**config.mk**
```make
export PLATFORM = sky130hd
export DESIGN_NAME = change_dispenser
export DESIGN_NICKNAME = d
export VERILOG_FILES = /design/src/rtl/vending_pkg.sv /design/src/rtl/denom_picker.sv /design/src/rtl/change_dispenser.sv
export SDC_FILE = /design/constraint.sdc
export NUM_CORES = 1
export LEC_CHECK = 0
export BUFFER_PORTS_ARGS = -buffer_cell sky130_fd_sc_hd__buf_2
export CAP_MARGIN = 20
export CORE_MARGIN = 3
export CORE_UTILIZATION = 56
export CTS_CLUSTER_DIAMETER = 40
export DETAILED_ROUTE_END_ITERATION = 10
export PLACE_DENSITY = 0.86
export SLEW_MARGIN = 20
export SYNTH_ARGS = -nofsm -noshare
export SYNTH_HDL_FRONTEND = slang
export SYNTH_SLANG_ARGS = --single-unit
```
**constraint.sdc**
```tcl
create_clock -name clk -period 3.8 [get_ports clk]
set_input_delay 0.19 -clock clk [delete_from_list [all_inputs] [get_ports clk]]
set_output_delay 0.19 -clock clk [all_outputs]
set_load 0.01 [all_outputs]
```
**src/rtl/vending_pkg.sv**
```systemverilog
`default_nettype none
// +----------------------------------------------------------------------+
// | Package     : vending_pkg                                            |
// | Description : Shared types for the vending machine coin paths:       |
// |               coin denomination codes, their face values, and the    |
// |               change_dispenser state encoding.                       |
// | Revision    : 1.0  initial release                                   |
// +----------------------------------------------------------------------+
package vending_pkg;

   // Denomination codes; the code doubles as the stock/mask bit index.
   typedef enum logic [1:0] {
      D1  = 2'b00,
      D5  = 2'b01,
      D10 = 2'b10,
      D50 = 2'b11
   } denom_t;

   typedef enum logic [1:0] {
      IDLE   = 2'd0,
      SELECT = 2'd1,
      ISSUE  = 2'd2,
      FINISH = 2'd3
   } cd_state_t;

   // Face value of a denomination in units of 1.
   function automatic logic [5:0] denom_value(input denom_t code);
      logic [5:0] v;
      case (code)
         D1:      v = 6'd1;
         D5:      v = 6'd5;
         D10:     v = 6'd10;
         default: v = 6'd50;
      endcase
      return v;
   endfunction

endpackage
`default_nettype wire

```
**src/rtl/denom_picker.sv**
```systemverilog
`default_nettype none
// +----------------------------------------------------------------------+
// | Module      : denom_picker                                           |
// | Description : Combinational greedy coin selector. Returns the        |
// |               largest denomination whose value fits in remaining and |
// |               whose mask bit is set (priority 50 > 10 > 5 > 1).      |
// | Ports       : remaining [AMT_W] in  - amount still owed              |
// |               avail     [4]     in  - per-code availability mask     |
// |               hit               out - a denomination was found       |
// |               code      [2]     out - selected denomination code     |
// | Revision    : 1.0  initial release                                   |
// +----------------------------------------------------------------------+
module denom_picker
   import vending_pkg::*;
#(
   parameter int AMT_W = 32
) (
   input  logic [AMT_W-1:0] remaining,
   input  logic [3:0]       avail,
   output logic             hit,
   output denom_t           code
);

   logic w_fit50;
   logic w_fit10;
   logic w_fit5;
   logic w_fit1;

   assign w_fit50 = avail[D50] && (remaining >= AMT_W'(denom_value(D50)));
   assign w_fit10 = avail[D10] && (remaining >= AMT_W'(denom_value(D10)));
   assign w_fit5  = avail[D5]  && (remaining >= AMT_W'(denom_value(D5)));
   assign w_fit1  = avail[D1]  && (remaining != '0);

   always_comb begin
      hit  = 1'b1;
      code = D1;
      if (w_fit50) begin
         code = D50;
      end else if (w_fit10) begin
         code = D10;
      end else if (w_fit5) begin
         code = D5;
      end else if (w_fit1) begin
         code = D1;
      end else begin
         hit = 1'b0;
      end
   end

endmodule
`default_nettype wire

```
**src/rtl/change_dispenser.sv**
```systemverilog
`default_nettype none
// +----------------------------------------------------------------------+
// | Module      : change_dispenser                                       |
// | Description : Pays out a change amount one coin at a time over a     |
// |               valid/ready handshake, largest denomination first,     |
// |               and reports completion plus any unpaid remainder.      |
// | Build macro : CHANGE_STOCK_EN - per-denomination stock counters with |
// |               refill; without it stock is treated as unlimited, the  |
// |               refill ports are ignored and short is never raised.    |
// | Ports       : clk, reset (async, active-low)                         |
// |               change_valid/change_amount/change_ready - request      |
// |               coin_valid/coin_denom/coin_ready        - hopper side  |
// |               done/short/short_amount                 - completion   |
// |               refill_valid/refill_denom/refill_count  - stock refill |
// | Revision    : 1.0  initial release                                   |
// +----------------------------------------------------------------------+
module change_dispenser
   import vending_pkg::*;
#(
   parameter int AMT_W      = 32,
   parameter int CNT_W      = 8,
   parameter int STOCK_INIT = 3
) (
   input  logic             clk,
   input  logic             reset,
   input  logic             change_valid,
   input  logic [AMT_W-1:0] change_amount,
   output logic             change_ready,
   output logic             coin_valid,
   output logic [1:0]       coin_denom,
   input  logic             coin_ready,
   output logic             done,
   output logic             short,
   output logic [AMT_W-1:0] short_amount,
   input  logic             refill_valid,
   input  logic [1:0]       refill_denom,
   input  logic [CNT_W-1:0] refill_count
);

   cd_state_t        r_state;
   cd_state_t        w_state_nxt;
   logic [AMT_W-1:0] r_remaining;
   denom_t           r_denom;
   logic             w_hit;
   denom_t           w_pick;
   logic [3:0]       w_avail;
   logic             w_coin_take;

   assign w_coin_take  = (r_state == ISSUE) && coin_ready;

   assign change_ready = (r_state == IDLE);
   assign coin_valid   = (r_state == ISSUE);
   assign coin_denom   = r_denom;
   assign done         = (r_state == FINISH);

   denom_picker #(
      .AMT_W (AMT_W)
   ) u_picker (
      .remaining (r_remaining),
      .avail     (w_avail),
      .hit       (w_hit),
      .code      (w_pick)
   );

   // ---------------------------------------------------------------- FSM
   always_ff @(posedge clk or negedge reset) begin
      if (!reset) begin
         r_state <= IDLE;
      end else begin
         r_state <= w_state_nxt;
      end
   end

   // A miss in SELECT covers both "paid in full" (remaining==0) and
   // "out of coins"; the short flag captured below distinguishes them.
   always_comb begin
      w_state_nxt = r_state;
      case (r_state)
         IDLE:    if (change_valid) w_state_nxt = SELECT;
         SELECT:  w_state_nxt = w_hit ? ISSUE : FINISH;
         ISSUE:   if (coin_ready) w_state_nxt = SELECT;
         default: w_state_nxt = IDLE;
      endcase
   end

   // ----------------------------------------------------------- datapath
   always_ff @(posedge clk or negedge reset) begin
      if (!reset) begin
         r_remaining <= '0;
         r_denom     <= D1;
      end else begin
         case (r_state)
            IDLE: begin
               if (change_valid) r_remaining <= change_amount;
            end
            SELECT: begin
               if (w_hit) r_denom <= w_pick;
            end
            ISSUE: begin
               // The picker only offers coins no larger than remaining.
               if (coin_ready) r_remaining <= r_remaining - AMT_W'(denom_value(r_denom));
            end
            default: ;
         endcase
      end
   end

`ifdef CHANGE_STOCK_EN
   logic             r_short;
   logic [AMT_W-1:0] r_short_amount;

   // Captured on the SELECT miss so the result is valid alongside done
   // and then held until the next request finishes.
   always_ff @(posedge clk or negedge reset) begin
      if (!reset) begin
         r_short        <= 1'b0;
         r_short_amount <= '0;
      end else if ((r_state == SELECT) && !w_hit) begin
         r_short        <= (r_remaining != '0);
         r_short_amount <= r_remaining;
      end
   end

   assign short        = r_short;
   assign short_amount = r_short_amount;

   for (genvar gi = 0; gi < 4; gi++) begin : g_stock
      logic [CNT_W-1:0] r_cnt;
      logic [CNT_W:0]   w_sum;
      logic             w_add;
      logic             w_dec;

      // One extra bit catches overflow for saturation. A decrement only
      // happens on a coin that was selected with stock>0, so the sum
      // can never go negative.
      always_comb begin
         w_add = refill_valid && (refill_denom == 2'(gi));
         w_dec = w_coin_take && (r_denom == denom_t'(gi));
         w_sum = {1'b0, r_cnt}
               + (w_add ? {1'b0, refill_count} : {(CNT_W+1){1'b0}})
               - {{CNT_W{1'b0}}, w_dec};
      end

      always_ff @(posedge clk or negedge reset) begin
         if (!reset) begin
            r_cnt <= CNT_W'(STOCK_INIT);
         end else if (w_sum[CNT_W]) begin
            r_cnt <= '1;
         end else begin
            r_cnt <= w_sum[CNT_W-1:0];
         end
      end

      assign w_avail[gi] = (r_cnt != '0);
   end
`else
   // Unlimited stock: every denomination is always available.
   assign w_avail      = 4'b1111;
   assign short        = 1'b0;
   assign short_amount = '0;

   wire w_unused_refill = ^{refill_valid, refill_denom, refill_count,
                            w_coin_take, CNT_W'(STOCK_INIT)};
`endif

endmodule
`default_nettype wire

```
== After elaboration in Yosys (flattened, before gate mapping) ==
Index checks and enable logic that the tools add are counted.
W data, S select, Z words.
Storage, ports and cells
  memory bits (read-only): 0
  input port bits: 47
  register bits: 36
  bits in writable memories: 0
  latch bits: 0
  output and inout bits: 38
  memories: 0
Operators by class
  multiply operators: 0
  $lt $le $gt $ge: 3
  equality and inequality tests: 7
  mux-type cells: 17
  shift operators: 0
  add/subtract/negate cells: 1
  divide/modulo/power cells: 0
  bitwise operators: 0
  reductions and logical operators: 7
Operator list (count)
  $mux W32: 2
  $pmux W32 S2: 1
  $ge A32 B3 Y1 const B: 1
  $ge A32 B4 Y1 const B: 1
  $ge A32 B6 Y1 const B: 1
  $reduce_bool A32 Y1: 1
  $sub A32 B6 Y32: 1
  $pmux W6 S3: 1
  $mux W6: 2
  $mux W2: 4
  $eq A2 B2 Y1 const B: 3
  $mux W1: 6
  $pmux W2 S3: 1
  $eq A2 B1 Y1 const B: 2
  $logic_not A2 Y1: 2
  $reduce_and A2 Y1: 2
  $reduce_and A3 Y1: 1
  $ne A2 B1 Y1 const B: 1
  $ne A2 B2 Y1 const B: 1
  $reduce_bool A2 Y1: 1

== Logic depth before layout (Yosys ltp) ==
Gate-level depths: netlist of the first run.
  word-level depth: 7
  mapped depth: 9
  mapped depth without buffers: 9

== Cells and area by module ==
Synthesis of the first run repeated with hierarchy kept, for this count alone.
Second synthesis, totals
  cell total of the unflattened synthesis: 362
  area, all modules: 2934.1 um^2
Modules (own cells, without submodules)
  change_dispenser: times used 1, cells an instance 338, area an instance 2762.6 um^2, sequential area each 900.9 um^2
  denom_picker: times used 1, cells an instance 24, area an instance 171.4 um^2, sequential area each 0.0 um^2

== Least setup slack after synthesis of the first run ==
OpenSTA, ideal clock, no wires.
  kind: register to register
  start: register r_denom[1] (netlist: coin_denom[1])
  end: register r_remaining[31]
  period minus slack after synthesis: 2451 ps
  path slack: 1349 ps
  data arrival time: 2378 ps
  path buffers: 0
  setup time: 73 ps
  cell stages (with the launch flop): 9
  cell sequence: dfrtp_1 > nand2_1 > ha_1 > a21o_1 > a211oi_4 > nand4_2 > or4b_4 > a21oi_2 > a2bb2oi_2
On the way
  word-level cells in the longest chain between the ends: 7
Ends and longest elaborated chain
  start: declaration: line change_dispenser.sv:43  | denom_t r_denom;
  start signal: assignment: line change_dispenser.sv:97  | if (w_hit) r_denom <= w_pick;
  $eq A2 B2 Y1, or another cell as far along: line vending_pkg.sv:29  | case (code)
  $pmux W6 S3 *: line vending_pkg.sv:29
  $mux W6 *: line change_dispenser.sv:101  | if (coin_ready) r_remaining <= r_remaining - AMT_W'(denom_value(r_denom));
  $mux W6 *: line change_dispenser.sv:92  | case (r_state)
  $sub A32 B6 Y32 *: line change_dispenser.sv:101
  $mux W32 *: line change_dispenser.sv:101
  $pmux W32 S2 *: line change_dispenser.sv:92
  end signal: assignment: line change_dispenser.sv:94  | if (change_valid) r_remaining <= change_amount;
  end signal: assignment: line change_dispenser.sv:101
  end: declaration: line change_dispenser.sv:42  | logic [AMT_W-1:0] r_remaining;
Every way passes the cells marked *; elsewhere a longest branch is shown, timed or not. The select of a mux whose other input is x is not followed.
A chain may end at the register's enable or synchronous reset.

== Worst setup path in the final report of the first run ==
Same ends and word-level chain as after synthesis.

==> results of run 1 <==
==> per-stage QoR <==
stage | utilization [%] | hold WS [ns]
after CTS | 64.8 | 0.0138
after detailed placement | 62.8 | 0.333
final | 64.8 | -0.0127
after global routing | 64.8 | 0.0575
after global placement | 62.8 | 0.331
after floorplan | - | -0.106
==> cell usage in the layout (no fill, tap or decap), types with 8 or more instances in the layout <==
cell / instances
nor2_1: 31
a21oi_1: 21
o21ai_0: 14
nor3_1: 13
mux2i_1: 8
buf_2: 40
o22ai_1: 15
dfrtp_1: 36
conb_1: 33
nor4_1: 12
nand2_1: 22
a211oi_1: 8
==> registers in the layout, indices dropped and copies added (netlist names) <==
| name | flops |
|---|---|
| r_state | 2 |
| coin_denom | 2 |
| r_remaining | 32 |
==> critical path: stages (launching register included) <==
cell	delay, ns
dfrtp_1	0.47
nand2_1	0.12
ha_1	0.35
a21o_1	0.23
a211oi_4	0.35
nand4_2	0.24
or4b_4	0.57
a21oi_2	0.16
a2bb2oi_2	0.13
==> area by class of cell <==
| class | instances | share of cell area [%] |
|---|---|---|
| Multi-Input combinational cell | 266 | 55.0 |
| Inverter | 7 | 0.901 |
| Timing Repair Buffer | 44 | 7.89 |
| Tap cell | 52 | 2.23 |
| Clock buffer | 8 | 3.09 |
| Sequential cell | 36 | 30.9 |
==> power by group through the flow <==
stage                     sequential, mW  clock [mW]  combinational, mW
after floorplan                    0.736           0              0.996
after global placement             0.810           0               1.15
after detailed placement           0.818           0               1.19
after CTS                          0.812       0.293               1.19
after global routing               0.853       0.304               1.33
final                              0.820       0.287               1.20
==> logic make-up after synthesis <==
| logic type | Yosys count | synth area share, % |
|---|---|---|
| AO/OA/AOI/OAI | 88 | 21.9 |
| multiplexers | 8 | 2.95 |
| buffers and inverters | 55 | 12.2 |
| adder cells (fa/ha/maj) | 7 | 3.50 |
| other | 1 | 0.138 |
| flip-flops | 36 | 33.2 |
| XOR/XNOR | 3 | 0.968 |
| AND/OR/NAND/NOR | 127 | 25.1 |
==> final timing paths <==
path,to,slack [ns],cells after the start
min,r_remaining[25]$_DFFE_PN0P_,-0.01,1
max in group asynchronous,r_remaining[5]$_DFFE_PN0P_,3.29,1
max reg2reg,r_remaining[31]$_DFFE_PN0P_,1.10,8
min reg2reg,r_remaining[28]$_DFFE_PN0P_,0.51,1
max,r_remaining[31]$_DFFE_PN0P_,1.10,8
min in group clk,r_remaining[19]$_DFFE_PN0P_,0.16,3
==> metal layers <==
| metal | GRT usage (%) | routed length [um] |
|---|---|---|
| met1 | 28.2 | 2750 |
| met2 | 40.3 | 3210 |
| met3 | 4.09 | 400 |
| met4 | 8.35 | 75 |
| met5 | 0 | 0 |
==> impl_metrics.prom, run 1 <==
# TYPE chip_impl_metric gauge
chip_impl_metric{name="avgSynthCellArea",unit="um^2"} 8.35
chip_impl_metric{name="global_route.overflow_total",unit=""} 0
chip_impl_metric{name="htree_num_levels",unit=""} 2
chip_impl_metric{name="viasPerCell",unit=""} 6.12
chip_impl_metric{name="cts_repair_resized_insts",unit=""} 0
chip_impl_metric{name="port-buffer-count",unit=""} 40
chip_impl_metric{name="grt_usage",unit="%"} 23.0
chip_impl_metric{name="netSwitchingPower",unit="mW"} 1.08
chip_impl_metric{name="tns",unit="ns"} 0
chip_impl_info{name="netlist.top_cell.by_area",value="dfrtp_1"} 1
chip_impl_metric{name="fin_total_pwr",unit="mW"} 2.30
chip_impl_metric{name="synth.yosys.warnings",unit=""} 0
chip_impl_metric{name="setup_slack",unit="ns"} 1.10
chip_impl_metric{name="die-area",unit="um^2"} 5720
chip_impl_metric{name="grt_antenna_before_repair",unit=""} 0
chip_impl_metric{name="post_synth_num_cell_types",unit=""} 55
chip_impl_metric{name="routed-via-count",unit=""} 2529
chip_impl_metric{name="synth_enable_flop_cells",unit=""} 0
chip_impl_metric{name="first_global_vias",unit=""} 2289
chip_impl_metric{name="clock_tree.buffer_depth",unit=""} 2
chip_impl_info{name="tritoncts",value="done"} 1
chip_impl_info{name="hold_path_class",value="input port to async pin"} 1
chip_impl_metric{name="grt_start_max_net_pins",unit=""} 37
chip_impl_metric{name="hold_viol",unit=""} 16
chip_impl_metric{name="placed_area",unit="um^2"} 2830
chip_impl_metric{name="start_util",unit="%"} 60.3
chip_impl_metric{name="route.antenna.remaining_nets",unit=""} 0
chip_impl_info{name="run_status",value="complete, but fails checks"} 1
chip_impl_metric{name="numPlacedInstances",unit=""} 405
chip_impl_metric{name="fill_cells",unit=""} 400
chip_impl_metric{name="number_of_placed_i_o_pins",unit=""} 85
chip_impl_metric{name="worst_skew_pair.late_latency",unit="ns"} 0.29
chip_impl_info{name="commonest_cells_in_the_netlist",value="dfrtp_1, buf_4, nor2_1, nand2_1, a21oi_1"} 1
chip_impl_metric{name="drt_first_pass_iters",unit=""} 4
chip_impl_metric{name="synth_instances",unit=""} 325
chip_impl_metric{name="numClockSinks",unit=""} 36
chip_impl_info{name="worst_r2r_startpoint",value="coin_denom[1]$_DFFE_PN0P_"} 1
chip_impl_metric{name="cts_hold_bufs",unit=""} 0
chip_impl_metric{name="timing.final.crit_period",unit="ns"} 2.70
chip_impl_metric{name="fp.dieH",unit="um"} 75.6
chip_impl_metric{name="drt_first_iter_violations",unit=""} 186
chip_impl_metric{name="pre_cts_ws",unit="ns"} 1.13
chip_impl_metric{name="static-leakage-power",unit="nW"} 1.25
chip_impl_metric{name="multi_input_area",unit="um^2"} 1610
chip_impl_metric{name="seqCellArea",unit="um^2"} 901
chip_impl_info{name="violations_in_the_final_reports",value="hold timing"} 1
chip_impl_metric{name="final_layout_size_suffix_gt1_share",unit="%"} 17.5
chip_impl_metric{name="achievable-frequency",unit="MHz"} 371
chip_impl_metric{name="diodes",unit=""} 0
chip_impl_info{name="most_numerous_cell_in_the_yosys_netlist",value="dfrtp_1"} 1
chip_impl_metric{name="synth.cell_area",unit="um^2"} 2720
chip_impl_metric{name="powerDensity",unit="nW/um^2"} 790
chip_impl_info{name="ctsRootBufferMaster",value="clkbuf_8"} 1
chip_impl_metric{name="die_w",unit="um"} 75.6
chip_impl_metric{name="power.share.switching",unit="%"} 46.8
chip_impl_metric{name="final.period_utilization",unit="%"} 70.9
chip_impl_metric{name="synthDominantCellAreaShare",unit="%"} 33.2
chip_impl_metric{name="area.growth.synth_to_final",unit="%"} 7.47
chip_impl_metric{name="stdcell_count",unit=""} 413
chip_impl_metric{name="worst-endpoint-required",unit="ns"} 4.03
chip_impl_metric{name="power.clock.fraction",unit="%"} 12.5
chip_impl_info{name="ys_dominant_reg_cell",value="dfrtp_1"} 1
chip_impl_info{name="worstSetupStartpoint",value="coin_denom[1]$_DFFE_PN0P_"} 1
chip_impl_metric{name="cts_setup_buffers",unit=""} 0
chip_impl_metric{name="power_report.internal_total",unit="mW"} 1.22
chip_impl_metric{name="seq_area_frac_synth",unit="%"} 33.2
chip_impl_metric{name="cts.clk_slew.worst_paths",unit="ns"} 0.07
chip_impl_info{name="crit_type",value="register to register"} 1
chip_impl_metric{name="power_frac_seq",unit="%"} 35.6
chip_impl_metric{name="final_net_count",unit=""} 414
chip_impl_metric{name="crit_fanout",unit=""} 7
chip_impl_info{name="synth_area_leaders",value="dfrtp_1, buf_4, nor2_1"} 1
chip_impl_metric{name="cts-buffers-inserted",unit=""} 5
chip_impl_metric{name="synth_seq_cells",unit=""} 36
chip_impl_metric{name="routed_wl",unit="mm"} 6.43
chip_impl_metric{name="relSlewSlack",unit="%"} 45.4
chip_impl_metric{name="worst_ep_arrival_time",unit="ns"} 2.92
chip_impl_info{name="worstSetupEndpointType",value="register"} 1
chip_impl_info{name="rsz0062_at_grt",value="false"} 1
chip_impl_metric{name="postSynth.asyncResetShare",unit="%"} 100
chip_impl_metric{name="vdd_ir_drop_max",unit="uV"} 449
chip_impl_metric{name="gpl.final_weighted_congestion",unit=""} 0.914
chip_impl_metric{name="cap_viol_max_count",unit=""} 0
chip_impl_info{name="cp-start-kind",value="register"} 1
chip_impl_metric{name="clock_skew_after_layout",unit="ns"} 0.00304
chip_impl_metric{name="wl_per_cell",unit="um"} 15.6
chip_impl_metric{name="final.hold.worst_slack",unit="ns"} -0.0127
chip_impl_metric{name="drc",unit=""} 0
chip_impl_metric{name="placeable_area",unit="um^2"} 4500
chip_impl_metric{name="max_slew_vio_count",unit=""} 0
chip_impl_metric{name="rows",unit=""} 24
chip_impl_metric{name="dp_hpwl",unit="mm"} 4.60
chip_impl_metric{name="power_frac_comb",unit="%"} 51.9
chip_impl_metric{name="grt_pass1_wl",unit="mm"} 10.1
chip_impl_metric{name="post-route-cell-area",unit="um^2"} 2920
chip_impl_metric{name="worst_pin_slew",unit="ns"} 0.819
chip_impl_metric{name="finalSetupViolations",unit=""} 0
(Power assumes the default switching activity.)
==> run 2: changes to the inputs <==
ABC_AREA = 1   (was not set)
CORE_UTILIZATION = 49   (was 56)
PLACE_DENSITY = 0.78   (was 0.86)
clock period = 2.44 ns   (was 3.8 ns; I/O delays follow)
==> run 2 against run 1 <==
  * Die area up 36%
  * The flow now finishes without violations
  * Total power up 110%
  * Clock-buffer cell count down 2
  * Core utilization down 10 points
  * Register-to-register slack worse by 0.89 ns
  * Critical endpoint is now r_remaining[14]$_DFFE_PN0P_
  * Sequential power up 56%
  * Sequential share of layout area down 5.4 points
  * Global-route usage down 1.6 points
==> impl_metrics.prom, run 2 <==
# TYPE chip_impl_metric gauge
chip_impl_info{name="run_status",value="finished clean"} 1
chip_impl_metric{name="ff2ff_setup_slack",unit="ns"} 0.22
chip_impl_metric{name="diodes",unit=""} 0
chip_impl_metric{name="numClockSinks",unit=""} 36
chip_impl_metric{name="post_synth_num_cell_types",unit=""} 35
chip_impl_metric{name="number_of_placed_i_o_pins",unit=""} 85
chip_impl_info{name="hold_path_class",value="input port to register"} 1
chip_impl_metric{name="synth.yosys.warnings",unit=""} 0
chip_impl_metric{name="final.hold.worst_slack",unit="ns"} 0.0403
chip_impl_metric{name="rows",unit=""} 29
chip_impl_info{name="worstHoldEndpoint",value="r_state[1]$_DFFE_PN0P_"} 1
chip_impl_metric{name="cts.clk_slew.worst_paths",unit="ns"} 0.09
chip_impl_info{name="cp-start-kind",value="register"} 1
chip_impl_metric{name="placeable_area",unit="um^2"} 6460
chip_impl_metric{name="first_global_vias",unit=""} 2959
chip_impl_metric{name="synth_seq_cells",unit=""} 36
chip_impl_info{name="ctsRootBufferMaster",value="clkbuf_8"} 1
chip_impl_metric{name="wl_met3",unit="um"} 626
chip_impl_metric{name="drc",unit=""} 0
chip_impl_metric{name="cts_setup_buffers",unit=""} 0
chip_impl_metric{name="synth.cell_area",unit="um^2"} 3320
chip_impl_metric{name="final_net_count",unit=""} 637
chip_impl_metric{name="die-area",unit="um^2"} 7810
chip_impl_metric{name="route.antenna.remaining_nets",unit=""} 0
chip_impl_metric{name="worst_skew_pair.late_latency",unit="ns"} 0.31
chip_impl_metric{name="max_slew_vio_count",unit=""} 0
chip_impl_metric{name="clock_skew_after_layout",unit="ns"} 0.0121
chip_impl_info{name="hp-start",value="coin_ready"} 1
chip_impl_metric{name="global_route.overflow_total",unit=""} 0
chip_impl_metric{name="synthDominantCellAreaShare",unit="%"} 27.1
chip_impl_metric{name="max_reg_flops",unit=""} 32
chip_impl_info{name="r2r-end",value="r_remaining[14]$_DFFE_PN0P_"} 1
chip_impl_metric{name="final.period_utilization",unit="%"} 91.1
chip_impl_metric{name="area.growth.synth_to_final",unit="%"} 6.25
chip_impl_info{name="worstSetupEndpointType",value="register"} 1
chip_impl_metric{name="numPlacedInstances",unit=""} 652
chip_impl_metric{name="synth_instances",unit=""} 545
chip_impl_metric{name="worst-endpoint-required",unit="ns"} 2.64
chip_impl_metric{name="seq_area_frac_synth",unit="%"} 27.1
chip_impl_metric{name="stdcell_count",unit=""} 661
chip_impl_metric{name="die_w",unit="um"} 88.4
chip_impl_metric{name="worst_ep_arrival_time",unit="ns"} 2.42
chip_impl_metric{name="hold_viol",unit=""} 0
chip_impl_metric{name="dr_wl_met2",unit="mm"} 3.64
chip_impl_info{name="final_common_cell",value="nand2_1"} 1
chip_impl_metric{name="drt_first_pass_iters",unit=""} 5
chip_impl_metric{name="gpl.final_weighted_congestion",unit=""} 0.946
chip_impl_metric{name="viasPerCell",unit=""} 5.10
chip_impl_metric{name="critical-path-max-stage-delay",unit="ns"} 0.45
chip_impl_metric{name="cap_viol_max_count",unit=""} 0
chip_impl_metric{name="final_layout_size_suffix_gt1_share",unit="%"} 12.2
chip_impl_metric{name="dp_hpwl",unit="mm"} 6.06
chip_impl_info{name="worst_r2r_startpoint",value="coin_denom[1]$_DFFE_PN0P_"} 1
chip_impl_metric{name="synth_enable_flop_cells",unit=""} 0
chip_impl_metric{name="final_design_utilization",unit="%"} 54.7
chip_impl_metric{name="postSynth.asyncResetShare",unit="%"} 100
chip_impl_info{name="max_flop_register",value="r_remaining"} 1
chip_impl_metric{name="routed_wl",unit="mm"} 8.14
chip_impl_metric{name="grt_antenna_before_repair",unit=""} 0
chip_impl_metric{name="grt_pass1_wl",unit="mm"} 13.3
chip_impl_metric{name="grt_usage",unit="%"} 21.4
chip_impl_metric{name="relSlewSlack",unit="%"} 43.1
chip_impl_metric{name="htree_num_levels",unit=""} 2
chip_impl_metric{name="start_util",unit="%"} 51.5
chip_impl_metric{name="wl_met1",unit="mm"} 3.78
chip_impl_metric{name="reg2reg_depth",unit=""} 13
chip_impl_metric{name="static-leakage-power",unit="nW"} 1.85
chip_impl_metric{name="finalSetupViolations",unit=""} 0
chip_impl_info{name="tritoncts",value="done"} 1
chip_impl_metric{name="wl_per_cell",unit="um"} 12.3
chip_impl_metric{name="powerDensity",unit="nW/um^2"} 1360
chip_impl_metric{name="fill_cells",unit=""} 658
chip_impl_metric{name="cts-buffers-inserted",unit=""} 5
chip_impl_info{name="crit_type",value="register to register"} 1
chip_impl_metric{name="clock_tree.buffer_depth",unit=""} 2
chip_impl_info{name="critical_path.slowest_cell",value="dfrtp_1"} 1
chip_impl_info{name="critical_path.cell_chain",value="inv_1 -> ha_1 -> fa_1 -> inv_1 -> nand2_1 -> nand2_1 -> nand3_1 -> nand2_1 -> nor2_1 -> a21oi_1 -> o21ai_0 -> nand2_1 -> nand2_1"} 1
chip_impl_metric{name="placed_area",unit="um^2"} 3420
chip_impl_metric{name="grt_start_max_net_pins",unit=""} 37
chip_impl_info{name="synth_area_leaders",value="dfrtp_1, nand2_1, nor2_1"} 1
chip_impl_info{name="rsz0062_at_grt",value="false"} 1
chip_impl_metric{name="whs_path_depth",unit=""} 2
chip_impl_metric{name="avgSynthCellArea",unit="um^2"} 6.10
chip_impl_metric{name="achievable-frequency",unit="MHz"} 450
chip_impl_metric{name="drt_first_iter_violations",unit=""} 291
chip_impl_metric{name="crit_fanout",unit=""} 6
chip_impl_metric{name="worst_pin_slew",unit="ns"} 0.854
chip_impl_metric{name="routed-via-count",unit=""} 3368
chip_impl_metric{name="fp.dieH",unit="um"} 88.4
chip_impl_info{name="top_routing_layer_used",value="met4"} 1
chip_impl_info{name="layout_common_cells",value="nand2_1, nor2_1, inv_1"} 1
chip_impl_info{name="most_numerous_cell_in_the_yosys_netlist",value="nand2_1"} 1
chip_impl_info{name="critical-path-top-cell-by-count",value="nand2_1"} 1
chip_impl_metric{name="tns",unit="ns"} 0
chip_impl_metric{name="post-route-cell-area",unit="um^2"} 3530
chip_impl_metric{name="timing.final.crit_period",unit="ns"} 2.22
chip_impl_info{name="ys_dominant_reg_cell",value="dfrtp_1"} 1
chip_impl_info{name="netlist.top_cell.by_area",value="dfrtp_1"} 1
chip_impl_metric{name="vdd_ir_drop_max",unit="uV"} 1150
chip_impl_info{name="commonest_cells_in_the_netlist",value="nand2_1, nor2_1, inv_1, nand3_1, dfrtp_1"} 1
chip_impl_metric{name="port-buffer-count",unit=""} 40
[run 2: cell types whose count changed after synthesis, sizes merged, moves of 9 or more]
cell	previous run	this run
nor2	32	112
o22ai	15	2
nand3	6	50
a21oi	22	9
inv	6	63
buf	34	43
nand2	22	162
nor3	13	2
nor4	12	0
clkbuf	14	5
o21ai	14	31
[run 2: cell type report]
| class | instances | area (um^2) | area share, % |
|---|---|---|---|
| Inverter | 63 | 244 | 6.91 |
| Clock inverter | 2 | 13.8 | 0.390 |
| Timing Repair Buffer | 47 | 255 | 7.23 |
| Clock buffer | 6 | 82.6 | 2.34 |
| Multi-Input combinational cell | 430 | 1940 | 54.9 |
| Sequential cell | 36 | 901 | 25.5 |
| Tap cell | 77 | 96.3 | 2.73 |
[run 2: layer usage]
layer | track usage (%) | vias to the layer above
li1 | - | 1715
met1 | 30.9 | 1517
met2 | 34.3 | 128
met3 | 2.89 | 8
met4 | 4.95 | 0
met5 | 0 | -
[run 2: worst max path at each step]
| stage | from | to | slack, ns |
|---|---|---|---|
| 2_1_floorplan | coin_denom[1]$_DFFE_PN0P_ | r_remaining[14]$_DFFE_PN0P_ | 0.51 |
| 3_3_place_gp | coin_denom[1]$_DFFE_PN0P_ | r_remaining[10]$_DFFE_PN0P_ | 0.30 |
| 3_5_place_dp | coin_denom[1]$_DFFE_PN0P_ | r_remaining[18]$_DFFE_PN0P_ | 0.26 |
| 4_1_cts | coin_denom[1]$_DFFE_PN0P_ | r_remaining[18]$_DFFE_PN0P_ | 0.22 |
| 5_1_grt | coin_denom[1]$_DFFE_PN0P_ | r_remaining[22]$_DFFE_PN0P_ | 0.03 |
| 6_report | coin_denom[1]$_DFFE_PN0P_ | r_remaining[14]$_DFFE_PN0P_ | 0.22 |
[run 2: power breakdown]
part           total (mW)  internal, mW  switching [mW]
registers            1.28         0.917           0.362
logic                3.03          1.01            2.01
clock network       0.481         0.231           0.250
total                4.79          2.16            2.63
[run 2: through the flow]
stage	setup slack (ns)	power [mW]
2_1_floorplan	0.506	3.71
3_3_place_gp	0.299	4.17
3_5_place_dp	0.265	4.25
4_1_cts	0.223	4.75
5_1_grt	0.0253	5.29
6_report	0.218	4.79
[run 2: worst max-delay path, delay by kind of cell (launching register included)]
family | cells | cell delay (ns)
buf+inv | 2 | 0.17
compound gates | 2 | 0.22
fa+ha+maj | 2 | 0.62
flops | 1 | 0.45
simple gates | 7 | 0.66
[run 2: cell families after synthesis]
group	synth area share (%)
adder cells (fa/ha/maj)	2.86
buffers and inverters	18.3
XOR/XNOR	0.264
other	0.113
AND/OR/NAND/NOR	41.8
AO/OA/AOI/OAI	9.53
flip-flops	27.1
[run 2: repair_timing]
action / in CTS / in global routing
endpoints found under the hold margin: 36 / 0
resized for setup: 0 / 1
setup endpoints to repair: 0 / 2
hold buffers: 1 / 0
==> run 3: changes to the inputs <==
ABC_AREA = not set   (was 1)
CORE_UTILIZATION = 52   (was 49)
PLACE_DENSITY = 0.81   (was 0.78)
clock period = 2.4 ns   (was 2.44 ns; I/O delays follow)
==> run 3 against run 2 <==
  * Combinational power down 11%
  * Sequential power down 7%
  * Critical path depth down 6
  * Non-clock buffer count up 28
  * Worst setup slack worse by 0.21 ns
  * Worst hold slack better by 0.058 ns
  * Core utilization up 14 points
  * Sequential share of layout area up 1.3 points
  * Cell area down 4.9%
  * Clock-buffer cell count unchanged
  * Largest cell class unchanged
  * Largest power group unchanged
==> impl_metrics.prom, run 3 (synthesis results as in run 1) <==
# TYPE chip_impl_metric gauge
chip_impl_info{name="critical_path.slowest_cell",value="or4_1"} 1
chip_impl_metric{name="max_reg_flops",unit=""} 32
chip_impl_metric{name="critical-path-max-stage-delay",unit="ns"} 0.58
chip_impl_metric{name="stdcell_count",unit=""} 459
chip_impl_info{name="tritoncts",value="done"} 1
chip_impl_metric{name="crit_fanout",unit=""} 2
chip_impl_metric{name="clock_skew_after_layout",unit="ns"} 0.00655
chip_impl_metric{name="ff2ff_setup_slack",unit="ns"} 0.01
chip_impl_info{name="rsz0062_at_grt",value="true"} 1
chip_impl_metric{name="worst_skew_pair.late_latency",unit="ns"} 0.29
chip_impl_metric{name="grt_antenna_before_repair",unit=""} 0
chip_impl_metric{name="fin_total_pwr",unit="mW"} 4.34
chip_impl_info{name="worst_r2r_startpoint",value="r_remaining[23]$_DFFE_PN0P_"} 1
chip_impl_metric{name="fp.dieH",unit="um"} 78.3
chip_impl_metric{name="final_design_utilization",unit="%"} 68.8
chip_impl_metric{name="final_net_count",unit=""} 445
chip_impl_metric{name="final_layout_size_suffix_gt1_share",unit="%"} 31.4
chip_impl_metric{name="grt_start_max_net_pins",unit=""} 37
chip_impl_info{name="worstSetupStartpoint",value="r_remaining[23]$_DFFE_PN0P_"} 1
chip_impl_metric{name="wl_per_cell",unit="um"} 17.0
chip_impl_metric{name="achievable-frequency",unit="MHz"} 419
chip_impl_metric{name="route.antenna.remaining_nets",unit=""} 0
chip_impl_metric{name="cts.clk_slew.worst_paths",unit="ns"} 0.08
chip_impl_metric{name="numClockSinks",unit=""} 36
chip_impl_metric{name="max_slew_vio_count",unit=""} 0
chip_impl_info{name="run_status",value="finished clean"} 1
chip_impl_metric{name="tns",unit="ns"} 0
chip_impl_metric{name="power_frac_seq",unit="%"} 27.4
chip_impl_metric{name="die_w",unit="um"} 78.3
chip_impl_metric{name="final.period_utilization",unit="%"} 99.5
chip_impl_metric{name="power_report.internal_total",unit="mW"} 2.33
chip_impl_info{name="cp-start-kind",value="register"} 1
chip_impl_metric{name="finalSetupViolations",unit=""} 0
chip_impl_metric{name="drt_first_iter_violations",unit=""} 244
chip_impl_metric{name="grt_pass1_wl",unit="mm"} 11.9
chip_impl_metric{name="power_frac_comb",unit="%"} 61.9
chip_impl_metric{name="power.share.switching",unit="%"} 46.3
chip_impl_info{name="max_flop_register",value="r_remaining"} 1
chip_impl_metric{name="htree_num_levels",unit=""} 2
chip_impl_metric{name="reg2reg_depth",unit=""} 7
chip_impl_metric{name="first_global_vias",unit=""} 2573
chip_impl_metric{name="die-area",unit="um^2"} 6120
chip_impl_metric{name="hold_viol",unit=""} 0
chip_impl_info{name="layout_common_cells",value="buf_2, dfrtp_1, conb_1"} 1
chip_impl_metric{name="routed_wl",unit="mm"} 7.78
chip_impl_info{name="worstSetupEndpointType",value="register"} 1
chip_impl_metric{name="dp_hpwl",unit="mm"} 5.30
chip_impl_metric{name="worst_pin_slew",unit="ns"} 0.842
chip_impl_info{name="hp-start",value="change_amount[30]"} 1
chip_impl_info{name="crit_end",value="coin_denom[0]$_DFFE_PN0P_"} 1
chip_impl_metric{name="worst_ep_arrival_time",unit="ns"} 2.57
chip_impl_info{name="critical_path.cell_chain",value="or4_1 -> nor4_2 -> buf_4 -> and4bb_2 -> nand4_1 -> nor2b_1 -> o32a_1"} 1
chip_impl_info{name="crit_type",value="register to register"} 1
chip_impl_info{name="hold_path_class",value="input port to register"} 1
chip_impl_info{name="r2r-end",value="coin_denom[0]$_DFFE_PN0P_"} 1
chip_impl_metric{name="vdd_ir_drop_max",unit="uV"} 589
chip_impl_metric{name="power.clock.fraction",unit="%"} 10.7
chip_impl_metric{name="number_of_placed_i_o_pins",unit=""} 85
chip_impl_metric{name="grt_usage",unit="%"} 23.9
chip_impl_metric{name="netSwitchingPower",unit="mW"} 2.01
chip_impl_metric{name="drc",unit=""} 0
chip_impl_metric{name="gpl.final_weighted_congestion",unit=""} 0.897
chip_impl_metric{name="port-buffer-count",unit=""} 40
chip_impl_metric{name="clock_tree.buffer_depth",unit=""} 2
chip_impl_metric{name="relSlewSlack",unit="%"} 43.9
chip_impl_metric{name="worst-endpoint-required",unit="ns"} 2.58
chip_impl_metric{name="diodes",unit=""} 0
chip_impl_metric{name="global_route.overflow_total",unit=""} 0
chip_impl_metric{name="routed-via-count",unit=""} 2744
chip_impl_metric{name="cap_viol_max_count",unit=""} 0
chip_impl_metric{name="cts-buffers-inserted",unit=""} 5
chip_impl_metric{name="viasPerCell",unit=""} 5.98
chip_impl_metric{name="powerDensity",unit="nW/um^2"} 1290
chip_impl_info{name="ctsRootBufferMaster",value="clkbuf_8"} 1
chip_impl_metric{name="rows",unit=""} 25
chip_impl_metric{name="area.growth.synth_to_final",unit="%"} 23.7
chip_impl_metric{name="final.hold.worst_slack",unit="ns"} 0.0984
chip_impl_metric{name="start_util",unit="%"} 55.6
chip_impl_info{name="final_common_cell",value="buf_2"} 1
chip_impl_metric{name="placeable_area",unit="um^2"} 4880
chip_impl_metric{name="static-leakage-power",unit="nW"} 1.44
chip_impl_metric{name="drt_first_pass_iters",unit=""} 5
chip_impl_metric{name="numPlacedInstances",unit=""} 446
chip_impl_metric{name="timing.final.crit_period",unit="ns"} 2.39
[run 3: cell types whose count changed in the layout (fill, tap and decap cells not counted), sizes merged, moves of 8 or more]
cell    before  now
nand2      162   22
nor2       112   32
inv         64    6
nand3       50    6
buf         46   74
o21ai       31   14
a21oi        9   22
o22ai        2   15
nor4         0   12
nor3         2   13
a211oi       1    9
mux2i        0    8
[run 3: power groups by stage]
| stage | Sequential [mW] | Combinational (mW) | Clock [mW] |
|---|---|---|---|
| after global routing | 1.22 | 2.92 | 0.489 |
| after floorplan | 1.17 | 1.58 | 0 |
| final | 1.19 | 2.69 | 0.463 |
| after CTS | 1.15 | 2.40 | 0.466 |
| after global placement | 1.15 | 2.25 | 0 |
| after detailed placement | 1.15 | 2.35 | 0 |
[run 3: layout make-up]
class / count / area [um^2]
multi-input cells: 266 / 1780
fillers: 426 / 1520
flip-flops and latches: 36 / 902
repair buffers: 75 / 477
well taps: 67 / 83.8
clock buffers: 6 / 82.6
inverters: 7 / 26.3
clock inverters: 2 / 10.0
[run 3: how the worst min path moves through the flow]
stage / endpoint / slack [ns] / depth (start not counted)
2_1_floorplan: coin_denom[0]$_DFFE_PN0P_ / -0.18 / 0
3_3_place_gp: r_remaining[25]$_DFFE_PN0P_ / 0.26 / 1
3_5_place_dp: r_remaining[25]$_DFFE_PN0P_ / 0.26 / 1
4_1_cts: r_remaining[30]$_DFFE_PN0P_ / 0.1 / 3
5_1_grt: r_remaining[30]$_DFFE_PN0P_ / 0.09 / 3
6_report: r_remaining[30]$_DFFE_PN0P_ / 0.1 / 3
[run 3: critical path: cells and delay by family (launching register included)]
| family | cells | cell delay (ns) |
|---|---|---|
| AO/OA/AOI/OAI | 1 | 0.18 |
| buffers and inverters | 1 | 0.18 |
| flip-flops | 1 | 0.39 |
| AND/OR/NAND/NOR | 5 | 1.53 |
[run 3: per-layer routing]
metal	global-route usage, %	wire length (um)	vias up
li1	-	-	1264
met1	31.9	3190	1355
met2	40.7	4080	111
met3	3.33	401	14
met4	6.29	118	0
met5	0	0	-
[run 3: repair_timing]
action	4_1_cts	5_1_grt
buffers inserted	3	2
hold endpoints to repair	36	0
pin swaps	5	9
hold buffers	1	0
setup endpoints to repair	3	17
gates cloned	0	0
resized for setup	5	32
[run 3: metrics by stage]
| stage | setup slack [ns] | instance area, um^2 |
|---|---|---|
| after global routing | -0.0826 | 3360 |
| after CTS | 0.0273 | 3190 |
| after global placement | 0.0374 | 3040 |
| after detailed placement | -0.0592 | 3040 |
| after floorplan | 0.0189 | 2840 |
| final | 0.0111 | 3360 |
